## src/rtl/srl_pkg.sv

```systemverilog
// rtl/srl_pkg.sv - shared constants and state type for the SRL-backed FIFO
package srl_pkg;

    localparam int SRL_DEPTH  = 32;
    localparam int SRL_AW     = 5;
    localparam int LEVEL_W    = 6;
    localparam int FIFO_DEPTH = SRL_DEPTH + 1;

    // EMPTY: nothing held; OUT: only the output register; RUN: SRL also holds words
    typedef enum logic [1:0] {
        ST_EMPTY = 2'd0,
        ST_OUT   = 2'd1,
        ST_RUN   = 2'd2
    } fifo_state_t;

endpackage

```

## src/rtl/srl_fifo_srl.sv

```systemverilog
// rtl/srl_fifo_srl.sv - WIDTH-wide array of 32-deep addressable shift registers (SRLC32E style)
module srl_fifo_srl
    import srl_pkg::*;
#(
    parameter int WIDTH = 8
) (
    input  logic              i_clk,
    input  logic              i_ce,
    input  logic [SRL_AW-1:0] i_addr,
    input  logic [WIDTH-1:0]  i_data,
    output logic [WIDTH-1:0]  o_data
);

    // Stage 0 holds the newest word; the tap at address n returns the word pushed n shifts ago.
    for (genvar g = 0; g < WIDTH; g++) begin : g_bit
        logic [SRL_DEPTH-1:0] r_sr;

        always_ff @(posedge i_clk) begin
            if (i_ce) begin
                r_sr <= {r_sr[SRL_DEPTH-2:0], i_data[g]};
            end
        end

        assign o_data[g] = r_sr[i_addr];
    end

endmodule

```

## src/rtl/srl_fifo.sv

```systemverilog
// rtl/srl_fifo.sv - 33-word elastic FIFO: SRL storage plus a registered output stage
module srl_fifo
    import srl_pkg::*;
#(
    parameter int WIDTH       = 8,
    parameter int AFULL_LEVEL = 28
) (
    input  logic               CLK,
    input  logic               RST_N,
    input  logic [WIDTH-1:0]   S_DATA,
    input  logic               S_VALID,
    output logic               S_READY,
    output logic [WIDTH-1:0]   M_DATA,
    output logic               M_VALID,
    input  logic               M_READY,
    output logic [LEVEL_W-1:0] LEVEL,
    output logic               AFULL
);

    localparam logic [LEVEL_W-1:0] CNT_FULL  = LEVEL_W'(SRL_DEPTH);
    localparam logic [LEVEL_W-1:0] AFULL_THR = LEVEL_W'(AFULL_LEVEL);
    localparam logic [LEVEL_W-1:0] LEVEL_MAX = LEVEL_W'(FIFO_DEPTH);

    fifo_state_t        r_state;
    fifo_state_t        w_state_next;
    logic [LEVEL_W-1:0] r_cnt;
    logic [LEVEL_W-1:0] w_cnt_next;
    logic [WIDTH-1:0]   r_m_data;
    logic [WIDTH-1:0]   w_tap;
    logic [SRL_AW-1:0]  w_addr;
    logic               w_m_valid;
    logic               w_cnt_zero;
    logic               w_push;
    logic               w_load_out;
    logic               w_bypass;
    logic               w_srl_push;
    logic               w_srl_pop;
    logic [LEVEL_W-1:0] w_level;

    assign w_m_valid  = (r_state != ST_EMPTY);
    assign w_cnt_zero = (r_cnt == '0);

    // Ready looks only at the SRL count, so a full FIFO refuses a word even while draining.
    assign S_READY    = RST_N & (r_cnt != CNT_FULL);
    assign w_push     = S_VALID & S_READY;
    assign w_load_out = (~w_m_valid | M_READY) & (~w_cnt_zero | w_push);
    assign w_bypass   = w_load_out & w_cnt_zero & w_push;
    assign w_srl_push = w_push & ~w_bypass;
    assign w_srl_pop  = w_load_out & ~w_cnt_zero;

    // Oldest word sits at cnt-1; the tap is read before this edge's shift.
    assign w_addr     = SRL_AW'(r_cnt - LEVEL_W'(1));
    assign w_cnt_next = r_cnt + LEVEL_W'(w_srl_push) - LEVEL_W'(w_srl_pop);

    srl_fifo_srl #(
        .WIDTH (WIDTH)
    ) u_srl (
        .i_clk  (CLK),
        .i_ce   (w_srl_push),
        .i_addr (w_addr),
        .i_data (S_DATA),
        .o_data (w_tap)
    );

    always_comb begin
        w_state_next = r_state;
        case (r_state)
            ST_EMPTY: begin
                if (w_push) begin
                    w_state_next = ST_OUT;
                end
            end
            ST_OUT: begin
                if (w_push && !M_READY) begin
                    w_state_next = ST_RUN;
                end else if (!w_push && M_READY) begin
                    w_state_next = ST_EMPTY;
                end
            end
            ST_RUN: begin
                if (w_cnt_next == '0) begin
                    w_state_next = ST_OUT;
                end
            end
            default: w_state_next = ST_EMPTY;
        endcase
    end

    always_ff @(posedge CLK) begin
        if (!RST_N) begin
            r_state  <= ST_EMPTY;
            r_cnt    <= '0;
            r_m_data <= '0;
        end else begin
            r_state <= w_state_next;
            r_cnt   <= w_cnt_next;
            if (w_load_out) begin
                r_m_data <= w_bypass ? S_DATA : w_tap;
            end
        end
    end

    assign w_level = r_cnt + LEVEL_W'(w_m_valid);

    assign M_DATA  = r_m_data;
    assign M_VALID = w_m_valid;
    assign LEVEL   = (w_level > LEVEL_MAX) ? LEVEL_MAX : w_level;
    assign AFULL   = (LEVEL >= AFULL_THR);

endmodule
```

## config.mk

```make
export PLATFORM = sky130hd
export DESIGN_NAME = srl_fifo
export DESIGN_NICKNAME = d
export VERILOG_FILES = /design/src/rtl/srl_pkg.sv /design/src/rtl/srl_fifo_srl.sv /design/src/rtl/srl_fifo.sv
export SDC_FILE = /design/constraint.sdc
export NUM_CORES = 1
export LEC_CHECK = 0
export CORE_ASPECT_RATIO = 0.9
export CORE_UTILIZATION = 55
export DETAILED_ROUTE_END_ITERATION = 10
export GPL_TIMING_DRIVEN = 0
export PLACE_DENSITY = 0.84
export SKIP_CTS_REPAIR_TIMING = 1
export SYNTH_ARGS = -nofsm -noshare
export SYNTH_HDL_FRONTEND = slang
export SYNTH_SLANG_ARGS = --single-unit
```

## constraint.sdc

```tcl
create_clock -name CLK -period 15.05 [get_ports CLK]
set_input_delay 2.2575 -clock CLK [delete_from_list [all_inputs] [get_ports CLK]]
set_output_delay 2.2575 -clock CLK [all_outputs]
set_load 0.02 [all_outputs]
```

== Word-level counts from Yosys, hierarchy flattened ==
Index checks and enable logic that the tools add are counted.
Operators by class
  $add $sub $neg: 4
  multiply operators: 0
  div/mod/pow operators: 0
  magnitude comparators: 3
  equal/unequal tests: 6
  shift-type cells: 0
  mux-type cells: 23
  bitwise operators: 12
  reduce and logical (&&, ||, !) cells: 9
Operators with widths (number)
  1-bit binary-select mux with 5-bit select: 8
  6-bit by 1-bit adder with 6-bit output: 2
  6-bit zero test: 2
  1-bit two-way mux: 8
  2-bit two-way mux: 4
  8-bit two-way mux: 1
  1-bit bitwise AND: 7
  6-bit by 5-bit >= comparator with 1-bit output (second input constant): 1
  6-bit > comparator (second input constant): 1
  5-bit by 6-bit < comparator with 1-bit output (second input constant): 1
  6-bit two-way mux: 1
  6-bit != test (second input constant): 1
  2-bit case mux with 3 select lines: 1
  6-bit by 1-bit subtractor with 6-bit output: 1
  5-bit by 1-bit subtractor with 5-bit output (second input constant): 1
  2-bit != test (second input constant): 2
  3-bit != test (second input constant): 1
  1-bit inverter: 3
  3-bit AND reduction: 1
  2-bit by 1-bit == test with 1-bit output (second input constant): 1
  2-bit == test (second input constant): 1
  1-bit logical AND: 2
  1-bit zero test: 2
  2-bit zero test: 1
  other kinds (2): 3
Word-level totals
  register bits: 272
  latch bits: 0
  memory bits (writable): 0
  bits in read-only memories: 0
  bits of input ports: 12
  output and inout bits: 17
  memories kept: 0

== Depth between registers and ports, before layout ==
Gate-level depths: netlist of the first run.
  depth in word-level cells: 14
  gate-level depth with buffers: 18
  gate-level depth less buffers: 16

== Hierarchy ==
From an unflattened synthesis of the first run, not the netlist that was laid out.
Unflattened totals
  cells, all modules: 516
  area total of the unflattened synthesis: 10948.0 µm²
By module, submodules not included
  srl_fifo_srl: times used 1, cells an instance 363, area each 9681.8 µm², seq. area each 7687.4 µm²
  srl_fifo: times used 1, cells an instance 153, area each 1266.2 µm², seq. area each 320.3 µm²

== Least setup slack after synthesis of the first run ==
No wires, ideal clock.
  kind: input port to flip-flop
  start point: input port M_READY
  end point: register u_srl.g_bit[0].r_sr[0], enable pin
  arrival time: 7587 ps
  required time: 14442 ps
  setup slack: 6855 ps
  stages on the path: 4
  buffers on the path: 0
  cells stage by stage: o21bai_1 -> nand2_1 -> nand2_1 -> inv_1
Between the ends
  longest elaborated chain between the ends: 6
Ends and longest elaborated chain
  from (decl): line srl_fifo.sv:15  | input logic M_READY,
  1-bit OR: line srl_fifo.sv:46  | assign w_load_out = (~w_m_valid | M_READY) & (~w_cnt_zero | w_push);
  1-bit bitwise AND: line srl_fifo.sv:46
  1-bit bitwise AND (2 in series): line srl_fifo.sv:47  | assign w_bypass = w_load_out & w_cnt_zero & w_push;
  1-bit inverter: line srl_fifo.sv:48  | assign w_srl_push = w_push & ~w_bypass;
  1-bit bitwise AND: line srl_fifo.sv:48
  net u_srl.i_ce: line srl_fifo_srl.sv:8  | input logic i_ce,
  to (signal assigned): line srl_fifo_srl.sv:20  | r_sr <= {r_sr[SRL_DEPTH-2:0], i_data[g]};
  to (decl): line srl_fifo_srl.sv:16  | logic [SRL_DEPTH-1:0] r_sr;
The timed path passes the listed nets, and every way through them passes these cells.
A chain may end at the register's enable or synchronous reset.

== Worst setup path in the final report of the first run ==
  start point: input port RST_N
  end point: output port S_READY
Between the ends
  longest elaborated chain between the ends: 1
Ends and longest elaborated chain
  from (decl): line srl_fifo.sv:9  | input logic RST_N,
  1-bit bitwise AND: line srl_fifo.sv:44  | assign S_READY = RST_N & (r_cnt != CNT_FULL);
  to (decl): line srl_fifo.sv:12  | output logic S_READY,
No other way between the ends.

==> results of run 1 <==
==> routing by layer <==
metal,vias up,wire length (um)
met2,210,9870
met4,0,337
met5,-,0
li1,2281,-
met1,2833,8500
met3,38,1340
==> flip-flops by register name (all words and copies together), names as in the netlist <==
register,flops
M_DATA,8
u_srl.g_bit.r_sr,256
r_cnt,6
r_state,2
==> worst max-delay path by stage <==
stage,slack (ns),endpoint,start,cells after the start
6_report,8.58,S_READY,RST_N,4
5_1_grt,8.53,S_READY,RST_N,4
4_1_cts,8.61,S_READY,RST_N,4
3_5_place_dp,8.65,S_READY,RST_N,4
3_3_place_gp,4.98,u_srl.g_bit[6].r_sr[29]$_DFFE_PP_,RST_N,5
2_1_floorplan,6.86,u_srl.g_bit[0].r_sr[0]$_DFFE_PP_,M_READY,4
==> Yosys cell counts, drive strengths merged <==
cell / instances / share of area
a21oi: 10 / 0.0046
o22ai: 1 / 0.00057
a211oi: 1 / 0.00069
a31oi: 1 / 0.00057
or2: 1 / 0.00057
a41o: 1 / 0.00092
nor3: 5 / 0.0023
nand3: 9 / 0.0041
nand2b: 1 / 0.00057
dfxtp: 16 / 0.029
edfxtp: 256 / 0.70
xnor2: 10 / 0.0080
ha: 19 / 0.022
nand2: 17 / 0.0058
nor2: 13 / 0.0045
and3: 1 / 0.00057
a22o: 4 / 0.0032
nand3b: 1 / 0.00069
o21bai: 4 / 0.0027
fa: 1 / 0.0018
mux4: 79 / 0.16
o21ai: 12 / 0.0055
a22oi: 4 / 0.0027
nand4b: 1 / 0.00080
a211o: 1 / 0.00080
buf: 10 / 0.0078
a21boi: 1 / 0.00069
and2: 6 / 0.0034
and4b: 1 / 0.00092
o211ai: 1 / 0.00069
xor2: 1 / 0.0015
mux2i: 1 / 0.00092
inv: 17 / 0.0058
nor2b: 4 / 0.0023
clkbuf: 9 / 0.0032
a311oi: 1 / 0.00080
nor4: 1 / 0.00057
nor3b: 2 / 0.0014
==> final cells by class <==
type,count,area [um2]
fill,1246,6990
clock inverter,13,95.1
tap,250,313
sequential,272,8010
clock buffer,34,701
timing repair buffer,29,308
inverter,17,71.3
buffer,19,120
multi-input combinational,216,2730
==> kinds of logic (layout without fill, tap and decap cells) <==
logic type	Yosys count	count (layout)	share of synthesized area
AND/OR/NAND/NOR	63	63	0.0285
adder cells (fa/ha/maj)	20	20	0.0236
flip-flops	272	272	0.733
buffers and inverters	36	112	0.0168
multiplexers	80	80	0.164
XOR/XNOR	11	11	0.00951
AO/OA/AOI/OAI	42	42	0.0245
==> worst max-delay path: stages <==
cell	delay (ns)
clkdlybuf4s50_1	0.54
clkbuf_1	0.56
and2_1	0.24
clkdlybuf4s50_1	0.60
==> power breakdown <==
| group | switching [mW] | total (mW) | internal [mW] |
|---|---|---|---|
| registers | 0.0677 | 1.06 | 0.996 |
| logic | 0.500 | 0.961 | 0.461 |
| clock network | 0.266 | 0.610 | 0.344 |
==> metrics by stage <==
step                setup slack, ns  cells  power (mW)
floorplan                      6.86    524        1.78
global placement               4.98    802        2.02
detailed placement             8.65    803        2.04
CTS                            8.61    850        2.66
global route                   8.53    850        2.75
finish                         8.58    850        2.63
==> results.md, run 1 <==
- Outcome: finished, final reports clean
- Share of the yosys chip area belonging to registers: 0.733
- Clock Pin Slew Worst Setup and Hold Paths: 0.06 ns
- DPL Wire Length: 12.5 mm
- Max Root-Sink Buffers: 3
- DP Area: 11500 um2
- Nets@finish: 613
- CTS Sinks: 272
- Gr busiest metal: met2
- Min Hold Slack: 0.434 ns
- Leakage: 4.04 nW
- Global Route met1 Usage: 0.306
- CTS buffer count: 26
- H-tree depth: 1
- Hold Violations, Final: 0
- Synth cell types: 42
- Worst endpoint data arrival time: 4.21 ns
- Core ar.: 19300 um2
- Row cnt: 48
- Final instance area: 12300 um2
- Clk_lat worst skew: 0.54 ns
- Worst r2r path cells: 18
- Synthesized instance count: 524
- Routed WL: 20.0 mm
- Grt met3 use: 0.0316
- Iter 0 DRT Violations: 540
- DR vias/cell: 6.31
- FF-to-FF setup slack: 10.87 ns
- Critical Path RT: 12.79 ns
- Die Width: 151 um
- Wire per inst: 23.6 um
- Commonest non-fill, non-tap cell in the layout: edfxtp_1
- Commonest cells after routing, fill and taps aside: edfxtp_1, mux4_2, clkdlybuf4s50_1, clkbuf_16, ha_1
- Setup Total Neg Slack: 0 ns
- Crit path max fanout: 10
- Setup-failing EPs final: 0
- First-pass GRT wire length: 31.9 mm
- Worst hold-check path type: reg -> reg
- Gpl congestion: 0.808
- Worst VDD drop: 0.0990 mV
- Utilization after layout: 0.638
- Vias in the first global route: 5501
- Fmax: 155 MHz
- Syn Area/Cell: 20.8 um2
- Hold Crit Start: u_srl.g_bit[5].r_sr[11]$_DFFE_PP_
- Drc violations: 0
- Share of cells above drive strength 1: 0.213
- Initial Utilization: 0.565
- DIE HEIGHT: 136 um
- Slew at the pin with the worst max-slew slack: 1.39 ns
- # IOs: 29
- RR Startpoint: r_cnt[0]$_SDFF_PN0_
- Pin count of the biggest net entering global routing: 156
- Overall Global Routing Usage: 0.207
- Pwr per Cell Area: 213 nW/um2
- ANT cells: 0
- Clock Skew: 0.0229 ns
- CTS Root Cell: clkbuf_16
- Crit start category: primary input
- Overflow after GRT: 0
- Fin crit period: 6.47 ns
- Fin. max-slew vios: 0
- Detail Route Antenna Nets: 0
- Drt first pass iters: 5
- Synth-to-layout area growth: 13.0%
- Full die area: 20400 um2
- Yosys warns: 0
- Worst Hold Path EP: u_srl.g_bit[5].r_sr[12]$_DFFE_PP_
- Flops & latches, synth: 272
- Initial antenna violation count: 0
- Worst setup EP type: output port
- R2R Path End: r_state[1]$_SDFFE_PN0P_
- Final Cycle Share: 0.430
- WHS Path Cells: 0
- IO Port Bufs: 28
- Max-cap check violation count: 0
- Syn Nets: 556
- Headroom to the max-slew limit: 0.0692
- Cell area after synthesis: 10900 um2
- Setup CP Type: in -> out
- TritonCTS clock tree: yes
- RSZ-0062 raised after global routing: false
- GR Util met2: 0.332
- Vias: 5362
No activity file was read; power rests on OpenSTA's default activity.
==> run 2, diff against run 1 <==
Settings changed: PLACE_DENSITY 0.84 to 0.87.
Clock period 15.05 ns to 5.7 ns, I/O delays scaled along.
==> results.md, run 2 (synthesis results as in run 1) <==
- Outcome: finished, final reports clean
- Overflow after GRT: 0 (unchanged)
- CTS buffer count: 25 (-3.8%)
- Leakage: 4.07 nW (+0.75%)
- Nets@finish: 616 (+0.49%)
- DPL Wire Length: 13.0 mm (+4.4%)
- Critical Path RT: 6.16 ns (-6.63 ns)
- DP Area: 11600 um2 (+0.60%)
- Clock Skew: 0.0140 ns (-0.00891 ns)
- Max-cap check violation count: 0 (unchanged)
- Vias in the first global route: 5611 (+2.0%)
- DR vias/cell: 6.42 (+1.8%)
- Initial Utilization: 0.565 (unchanged)
- Vias: 5477 (+2.1%)
- H-tree depth: 1 (unchanged)
- Pin count of the biggest net entering global routing: 52 (-67%)
- Worst endpoint data arrival time: 4.56 ns (+0.35 ns)
- Worst VDD drop: 0.295 mV (+200%)
- Crit path max fanout: 10 (unchanged)
- Share of cells above drive strength 1: 0.221 (+0.00723)
- TritonCTS clock tree: yes
- CTS Root Cell: clkbuf_16
- Full die area: 20400 um2 (unchanged)
- Internal Pwr Total: 4.80 mW (+170%)
- Max reg flops: 256 (unchanged)
- IO Port Bufs: 28 (unchanged)
- Pwr per Cell Area: 571 nW/um2 (+170%)
- Die Width: 151 um (unchanged)
- Fmax: 244 MHz
- CTS Sinks: 272 (unchanged)
- Detail Route Antenna Nets: 0 (unchanged)
- ANT cells: 0 (unchanged)
- Setup-failing EPs final: 0 (unchanged)
- Drc violations: 0 (unchanged)
- Final Cycle Share: 0.719
- Max Root-Sink Buffers: 3 (unchanged)
- Clk_lat worst skew: 0.52 ns (-0.02 ns)
- Worst setup EP type: flip-flop
- Wire per inst: 25.5 um (+8.2%)
- Clock Pin Slew Worst Setup and Hold Paths: 0.06 ns (about the same)
- Min Hold Slack: 0.441 ns (+0.00712 ns)
- Initial antenna violation count: 0 (unchanged)
- Overall Global Routing Usage: 0.220 (+0.0129)
- DIE HEIGHT: 136 um (unchanged)
- Row cnt: 48 (unchanged)
- Gpl congestion: 0.817 (+1.1%)
- First-pass GRT wire length: 32.9 mm (+3.1%)
- Pwr Total: 7.09 mW (+170%)
- Synth-to-layout area growth: 13.7%
- Core ar.: 19300 um2 (unchanged)
- Clock share of power: 0.231 (about the same)
- Iter 0 DRT Violations: 502 (-7.0%)
- Drt first pass iters: 5 (unchanged)
- Sw frac: 0.323 (+0.00639)
- Utilization after layout: 0.642 (+0.00375)
- # IOs: 29 (unchanged)
- Sequential cell fraction of total power: 0.397 (-0.007)
- Logic pwr share: 0.372 (+0.007)
- Headroom to the max-slew limit: 0.0320 (-0.0372)
- RSZ-0062 raised after global routing: false
- Fin crit period: 4.10 ns
- Commonest cells after routing, fill and taps aside: edfxtp_1, mux4_2, clkdlybuf4s50_1, clkbuf_16, ha_1
- Worst hold-check path type: reg -> reg
- Commonest non-fill, non-tap cell in the layout: edfxtp_1
- Fin. max-slew vios: 0 (unchanged)
- Slew at the pin with the worst max-slew slack: 1.44 ns (+0.0553 ns)
- Top reg by flops: u_srl.g_bit.r_sr
- Setup CP Type: reg -> reg
- Crit start category: flip-flop
- Routed WL: 21.8 mm (+8.6%)
- Final instance area: 12400 um2 (+0.59%)
- Hold Violations, Final: 0 (unchanged)
- P_sw: 2.29 mW (+170%)
## run 2: final timing paths
kind | from | end | slack (ns) | cells past startpoint
setup / recovery | r_cnt[0]$_SDFF_PN0_ | r_state[0]$_SDFFE_PN0P_ | 1.60 | 17
hold / removal | u_srl.g_bit[7].r_sr[11]$_DFFE_PP_ | u_srl.g_bit[7].r_sr[12]$_DFFE_PP_ | 0.44 | 0
setup reg to reg | r_cnt[0]$_SDFF_PN0_ | r_state[0]$_SDFFE_PN0P_ | 1.60 | 17
hold reg to reg | u_srl.g_bit[7].r_sr[11]$_DFFE_PP_ | u_srl.g_bit[7].r_sr[12]$_DFFE_PP_ | 0.44 | 0
## run 2: critical path, stage by stage, from the launching register on
cell and delay [ns]:
dfxtp_1 0.44, buf_6 0.23, buf_4 0.27, inv_1 0.07
ha_1 0.27, nand3_1 0.12, nand3_1 0.21, inv_1 0.23
nand2_1 0.15, ha_1 0.33, inv_1 0.07, ha_1 0.18
inv_1 0.06, fa_1 0.41, xnor2_1 0.21, nand3b_1 0.12
nor4_1 0.43, a41o_1 0.23
## run 2: final cells by class
type	count	area, um2
plain buffers	19	120
clock buffers	35	683
clock inverters	11	116
fillers	1231	6920
inverters	17	67.6
multi-input cells	216	2730
flip-flops and latches	272	8010
well taps	250	313
repair buffers	33	380
## run 2: metrics by stage
step                      worst slack (ns)  setup TNS [ns]  instances
after global placement               -1.41         -357.19        802
final                                 1.60               0        853
after CTS                             1.57               0        853
after global routing                  1.37               0        853
after floorplan                     0.0463               0        524
after detailed placement              1.64               0        807
## run 2: routing by layer
layer,vias up,GRT usage,routed length [um]
met5,-,0,0
met4,0,0.0769,704
met3,56,0.0354,1420
met2,269,0.369,11100
met1,2867,0.295,8510
li1,2285,-,-
## run 2: power groups by stage
stage / Sequential (mW) / Combinational [mW] / Clock [mW]
6_report: 2.81 / 2.63 / 1.64
5_1_grt: 2.84 / 2.79 / 1.73
4_1_cts: 2.81 / 2.64 / 1.66
3_5_place_dp: 2.83 / 2.59 / 0
3_3_place_gp: 2.87 / 2.42 / 0
2_1_floorplan: 2.83 / 1.83 / 0
